File: src/rtl/bus_addr_pkg.sv
// Address map and shared types for the CPU data-port controller.
// Slave windows, FSM encoding and error cause codes live here.
package bus_addr_pkg;

   localparam int N_SLV = 7;

   typedef enum logic [2:0] {
      SLV_RAM    = 3'd0,
      SLV_SW     = 3'd1,
      SLV_LED    = 3'd2,
      SLV_7SEG   = 3'd3,
      SLV_UART_A = 3'd4,
      SLV_UART_B = 3'd5,
      SLV_UART_C = 3'd6
   } slv_e;

   // Indexed by slv_e; lower index wins when windows overlap.
   localparam logic [31:0] BASE [N_SLV] = '{
      32'h0000_1000,
      32'h0000_2000,
      32'h0000_2004,
      32'h0000_2008,
      32'h0000_2010,
      32'h0000_2020,
      32'h0000_2030
   };

   localparam logic [31:0] MASK [N_SLV] = '{
      32'hFFFF_FC00,
      32'hFFFF_FFFC,
      32'hFFFF_FFFC,
      32'hFFFF_FFFC,
      32'hFFFF_FFF0,
      32'hFFFF_FFF0,
      32'hFFFF_FFF0
   };

   typedef logic [0:0] state_t;
   localparam state_t IDLE = 1'b0;
   localparam state_t WAIT = 1'b1;

   localparam logic ERR_UNMAPPED = 1'b0;
   localparam logic ERR_TIMEOUT  = 1'b1;

endpackage

File: src/rtl/bus_addr_match.sv
// Address decoder: compares the CPU address with every slave window
// and reports the hit vector plus the lowest-numbered matching slave.
module bus_addr_match
   import bus_addr_pkg::*;
#(
   parameter int ADDR_W = 32,
   parameter int SEL_W  = 3
) (
   input  logic [ADDR_W-1:0] addr_i,
   output logic [N_SLV-1:0]  hit_o,
   output logic [SEL_W-1:0]  sel_o,
   output logic              any_hit_o
);

   // Match all windows, then priority-encode from the top so index 0 wins.
   always_comb begin
      hit_o = '0;
      sel_o = '0;
      for (int k = 0; k < N_SLV; k++) begin
         hit_o[k] = (addr_i & ADDR_W'(MASK[k])) == ADDR_W'(BASE[k]);
      end
      for (int k = N_SLV - 1; k >= 0; k--) begin
         if (hit_o[k]) sel_o = SEL_W'(k);
      end
      any_hit_o = |hit_o;
   end

endmodule

File: src/rtl/bus_addr_ctrl.sv
// Data-port bus controller: decodes, steers strobes, muxes read data,
// stalls the CPU on slow slaves, aborts hung accesses, logs errors.
module bus_addr_ctrl #(
   parameter int                ADDR_W   = 32,
   parameter int                DATA_W   = 32,
   parameter int                N_SLV    = 7,
   parameter int                TIMEOUT  = 15,
   parameter logic [DATA_W-1:0] ERR_DATA = 32'hDEAD_BEEF
) (
   input  logic                           clk_i,
   input  logic                           rst_i,
   input  logic [ADDR_W-1:0]              addr_i,
   input  logic                           we_i,
   input  logic                           re_i,
   input  logic [N_SLV-1:0][DATA_W-1:0]   rdata_slv_i,
   input  logic [N_SLV-1:0]               ready_slv_i,
   input  logic                           err_clr_i,
   output logic [N_SLV-1:0]               we_slv_o,
   output logic [N_SLV-1:0]               re_slv_o,
   output logic [DATA_W-1:0]              rdata_o,
   output logic                           stall_o,
   output logic                           err_o,
   output logic                           err_cause_o,
   output logic [ADDR_W-1:0]              err_addr_o,
   output logic [7:0]                     err_cnt_o
);

   import bus_addr_pkg::*;

   localparam int         SEL_W     = (N_SLV > 1) ? $clog2(N_SLV) : 1;
   localparam logic [7:0] LAST_WAIT = 8'(TIMEOUT - 1);

   logic [N_SLV-1:0]  hit;
   logic [SEL_W-1:0]  sel;
   logic              any_hit;
   logic              mapped;
   logic              req;

   state_t            state_q, state_d;
   logic [7:0]        wait_cnt_q, wait_cnt_d;
   logic [SEL_W-1:0]  sel_q, sel_d;
   logic              wr_q, wr_d;

   logic              err_q, err_d;
   logic              cause_q, cause_d;
   logic [ADDR_W-1:0] err_addr_q, err_addr_d;
   logic [7:0]        err_cnt_q, err_cnt_d;
   logic              err_ev;
   logic              err_ev_cause;

   bus_addr_match #(
      .ADDR_W (ADDR_W),
      .SEL_W  (SEL_W)
   ) u_match (
      .addr_i    (addr_i),
      .hit_o     (hit),
      .sel_o     (sel),
      .any_hit_o (any_hit)
   );

   assign req    = we_i | re_i;
   assign mapped = any_hit & hit[sel];

   // Access FSM: strobes, read mux, stall and error-event detection.
   always_comb begin
      state_d      = state_q;
      wait_cnt_d   = wait_cnt_q;
      sel_d        = sel_q;
      wr_d         = wr_q;
      we_slv_o     = '0;
      re_slv_o     = '0;
      rdata_o      = '0;
      stall_o      = 1'b0;
      err_ev       = 1'b0;
      err_ev_cause = ERR_UNMAPPED;
      if (!rst_i) begin
         unique case (state_q)
            IDLE: begin
               if (req && mapped) begin
                  // A simultaneous read and write is treated as a write.
                  if (we_i) we_slv_o[sel] = 1'b1;
                  else      re_slv_o[sel] = 1'b1;
                  if (ready_slv_i[sel]) begin
                     if (!we_i) rdata_o = rdata_slv_i[sel];
                  end else begin
                     stall_o    = 1'b1;
                     sel_d      = sel;
                     wr_d       = we_i;
                     wait_cnt_d = '0;
                     state_d    = WAIT;
                  end
               end else if (req) begin
                  if (!we_i) rdata_o = ERR_DATA;
                  err_ev       = 1'b1;
                  err_ev_cause = ERR_UNMAPPED;
               end
            end
            WAIT: begin
               if (ready_slv_i[sel_q]) begin
                  if (wr_q) we_slv_o[sel_q] = 1'b1;
                  else      re_slv_o[sel_q] = 1'b1;
                  if (!wr_q) rdata_o = rdata_slv_i[sel_q];
                  state_d = IDLE;
               end else if (wait_cnt_q == LAST_WAIT) begin
                  rdata_o      = ERR_DATA;
                  err_ev       = 1'b1;
                  err_ev_cause = ERR_TIMEOUT;
                  state_d      = IDLE;
               end else begin
                  if (wr_q) we_slv_o[sel_q] = 1'b1;
                  else      re_slv_o[sel_q] = 1'b1;
                  stall_o    = 1'b1;
                  wait_cnt_d = wait_cnt_q + 8'd1;
               end
            end
         endcase
      end
   end

   // Sticky error status: first error after a clear owns cause and address.
   always_comb begin
      err_d      = err_q;
      cause_d    = cause_q;
      err_addr_d = err_addr_q;
      err_cnt_d  = err_cnt_q;
      if (err_clr_i) begin
         err_d      = 1'b0;
         cause_d    = ERR_UNMAPPED;
         err_addr_d = '0;
      end
      if (err_ev && (!err_q || err_clr_i)) begin
         err_d      = 1'b1;
         cause_d    = err_ev_cause;
         err_addr_d = addr_i;
      end
      if (err_ev && (err_cnt_q != 8'hFF)) begin
         err_cnt_d = err_cnt_q + 8'd1;
      end
   end

   // FSM and latched access context.
   always_ff @(posedge clk_i or posedge rst_i) begin
      if (rst_i) begin
         state_q    <= IDLE;
         wait_cnt_q <= '0;
         sel_q      <= '0;
         wr_q       <= 1'b0;
      end else begin
         state_q    <= state_d;
         wait_cnt_q <= wait_cnt_d;
         sel_q      <= sel_d;
         wr_q       <= wr_d;
      end
   end

   // Error registers; the counter survives err_clr_i.
   always_ff @(posedge clk_i or posedge rst_i) begin
      if (rst_i) begin
         err_q      <= 1'b0;
         cause_q    <= ERR_UNMAPPED;
         err_addr_q <= '0;
         err_cnt_q  <= '0;
      end else begin
         err_q      <= err_d;
         cause_q    <= cause_d;
         err_addr_q <= err_addr_d;
         err_cnt_q  <= err_cnt_d;
      end
   end

   assign err_o       = err_q;
   assign err_cause_o = cause_q;
   assign err_addr_o  = err_addr_q;
   assign err_cnt_o   = err_cnt_q;

endmodule
File: config.mk
export PLATFORM = sky130hd
export DESIGN_NAME = bus_addr_ctrl
export DESIGN_NICKNAME = d
export VERILOG_FILES = /design/src/rtl/bus_addr_pkg.sv /design/src/rtl/bus_addr_match.sv /design/src/rtl/bus_addr_ctrl.sv
export SDC_FILE = /design/constraint.sdc
export NUM_CORES = 1
export LEC_CHECK = 0
export BUFFER_PORTS_ARGS = -buffer_cell sky130_fd_sc_hd__buf_4
export CORE_AREA = 2 2 137 139
export DETAILED_ROUTE_END_ITERATION = 6
export DIE_AREA = 0 0 139 141
export GPL_TIMING_DRIVEN = 0
export PLACE_DENSITY = 0.71
export SLEW_MARGIN = 20
export SYNTH_ARGS = -nofsm -noshare
export SYNTH_HDL_FRONTEND = slang
export SYNTH_SLANG_ARGS = --single-unit
File: constraint.sdc
create_clock -name clk_i -period 10 [get_ports clk_i]
set_input_delay 2 -clock clk_i [delete_from_list [all_inputs] [get_ports clk_i]]
set_output_delay 2 -clock clk_i [all_outputs]
set_load 0.01 [all_outputs]
==> qor.txt <==
status: complete, but fails checks
failing checks: design-rule violations
Post-Synth Simple-Gate Area: 0.218
drt wl/cell: 26.5 um
Worst Setup Start Kind: primary input
CTS Root Buffer Type: clkbuf_16
Worst-Margin Slew: 1.10 ns
CTS tree: done
VDD IR max: 0.000137 V
Reg area: 1380 um^2
Fin. Hold Viols: 0
# DRC: 2
Synth area leaders: dfrtp_1 19%, mux2i_1 10%, mux2_2 7.2%
unique cell type count in the Yosys netlist: 74
sequential area share after synthesis: 0.192
routed via count: 9,885
core box area: 18,300 um^2
Reg clk slew, reported paths: 0.07 ns
First-pass DRT Iterations: 7
fin crit period: 7.48 ns
commonest non-fill, non-tap cell in the layout: buf_4
crit path kind: primary input to output pin
DR iter-0 viols: 1,294
total grt overflow: 0
area of the multi-input gates: 5400 um^2
post-synthesis mux area share: 0.193
Post-synth EDFFs: 0
total power: 0.000865 W
Yosys top cell area share: 0.192
PortBufs: 354
final period utilization: 0.748
Setup Total Neg Slack: 0 ns
Post-Synth XOR/XNOR Area: 0.00980
CTS Hold Buffers Added: 0
Worst EP arrival: 5.48 ns
main flop type after synthesis: dfrtp_1
CTS buffer count: 5
slew margin rel.: 0.266
largest net degree at the start of global routing: 40
largest family of logic cells by synthesized area: compound AO/OA/AOI/OAI gates
Top Ports: 357
endpoints failing setup: 0
initial antenna violation count: 5
max_cap viols: 0
Rows: 50
CP required: 8.00 ns
Die Span Y: 141 um
final WL: 40,100 um
Synth async-reset ratio: 1.00
die area: 19,600 um^2
Area Growth Syn to Fin: 44.2%
Synth Area in Compound Gates: 0.325
cell area after synthesis: 7150 um^2
Clock Skew: 0.00895 ns
Resize count post-CTS: 0
fmax: 0.134 GHz
RSZ-0062 raised after global routing: no
CTS Sinks: 55
yosys warns: 0
Post-CTS Setup Bufs: 0
Die Width: 139 um
RD Place Congestion: 0.984
fillcell total: 1,762
adder-cell share of the synthesized area: 0.00525
post-route ant nets: 0
area leader, netlist: dfrtp_1
Syn Nets: 1,184
Crit Path Max Fanout: 10
vias in the first global route: 9,735
Post-DP HPWL: 30,900 um
PwrDens: 83.9 nW/um^2
static leakage: 4.47 nW
Clock Path Buffers: 2
gr usage total: 0.387
most frequent cells in the layout: 354 x buf_4, 74 x mux2i_1, 74 x a21oi_1
Final nets: 1,546
Initial Util: 0.392
clock latency on the worst-skew pair: 0.30 ns
flops & latches, synth: 55
share of cells above drive strength 1: 0.354
Hold Path Class: flip-flop to flip-flop
H-tree levels: 2
first-pass GRT wire length: 58,700 um
crit end category: output pin
Syn Inst Count: 913
Slew Viols, Final: 0
vias per inst: 6.52
syn_area_per_cell: 7.83 um^2
-- Yosys cell counts (6+ instances only) --
| master | instances |
|---|---|
| clkbuf_1 | 53 |
| mux2_2 | 46 |
| mux2i_1 | 74 |
| a211oi_1 | 11 |
| inv_1 | 14 |
| a221oi_1 | 14 |
| o211ai_1 | 14 |
| nor2_1 | 53 |
| o31ai_1 | 11 |
| nand2_1 | 56 |
| nand2b_1 | 15 |
| buf_2 | 13 |
| o21ai_0 | 35 |
| o41ai_1 | 14 |
| a22oi_1 | 57 |
| nor3_1 | 43 |
| xnor2_1 | 8 |
| and2_1 | 7 |
| nor2b_1 | 35 |
| nand4_1 | 9 |
| o22a_1 | 9 |
| nand3_1 | 22 |
| buf_1 | 12 |
| o22ai_1 | 20 |
| o2bb2ai_1 | 6 |
| and3_1 | 7 |
| a2bb2oi_1 | 10 |
| a21oi_1 | 74 |
| dfrtp_1 | 55 |
| a31oi_1 | 29 |
-- worst max-delay path: stages --
cell	delay, ns
buf_4	0.12
nor4_2	0.60
and4_1	0.27
clkbuf_1	0.40
a21oi_1	0.25
nor2_1	0.19
o2111ai_1	0.49
buf_2	0.40
a221oi_1	0.53
buf_4	0.23
-- routing by layer --
layer / wire length [um] / vias to the layer above / track usage
li1: - / 4299 / -
met5: 0 / - / 0
met4: 2750 / 0 / 0.249
met2: 18000 / 847 / 0.616
met1: 14500 / 4541 / 0.470
met3: 4860 / 198 / 0.0931
-- flip-flops by register name (all words and copies together) (netlist names) --
| register | count |
|---|---|
| err_cause_o | 1 |
| state_q | 1 |
| wait_cnt_q | 8 |
| sel_q | 3 |
| err_cnt_o | 8 |
| wr_q | 1 |
| err_o | 1 |
| err_addr_o | 32 |
-- cells by family (layout without fill, tap and decap cells) --
| group | after synthesis | count (layout) |
|---|---|---|
| muxes | 128 | 128 |
| xor gates and xnor gates | 8 | 8 |
| other | 0 | 6 |
| DFF | 55 | 55 |
| AOI/OAI and AO/OA | 337 | 337 |
| and+or+nand+nor | 284 | 284 |
| buffers and inverters | 98 | 461 |
| adders and majority gates | 3 | 3 |
-- stage by stage --
step	setup WS (ns)	hold WS, ns	utilization	cells	cell area [um^2]
floorplan	3.34	0.510	-	913	7150
global placement	1.64	0.492	0.553	1501	10100
detailed placement	2.81	0.490	0.555	1502	10100
CTS	2.81	0.511	0.564	1510	10300
global route	2.59	0.517	0.565	1515	10300
finish	2.52	0.512	0.565	1516	10300
-- cell type report --
type                    instances  area share
multi-input cells             760       0.523
repair buffers                355       0.260
flip-flops and latches         55       0.133
plain buffers                  81      0.0332
well taps                     234      0.0284
clock buffers                   7      0.0138
inverters                      17     0.00631
diodes                          6     0.00146
clock inverters                 1    0.000849
-- path summary, 6_finish.rpt --
path                               startpoint             end  cells after the start  slack [ns]
worst max-delay path               addr_i[31]     rdata_o[12]                     10        2.52
min in group asynchronous               rst_i   err_addr_o[3]                      2        1.92
worst min-delay path             err_cnt_o[4]    err_cnt_o[4]                      1        0.51
worst min register to register   err_cnt_o[4]    err_cnt_o[4]                      1        0.51
worst max register to register  wait_cnt_q[0]   err_addr_o[7]                     10        7.00
max in group asynchronous               rst_i  err_addr_o[27]                      3        7.53
-- power by group --
part           switching (W)  leakage, nW  internal (W)
registers          0.0000309        0.729      0.000256
clock network      0.0000832       0.0741      0.000101
logic               0.000191         3.67      0.000204
total               0.000305         4.47      0.000560
Power figures use the tool's default switching activity.
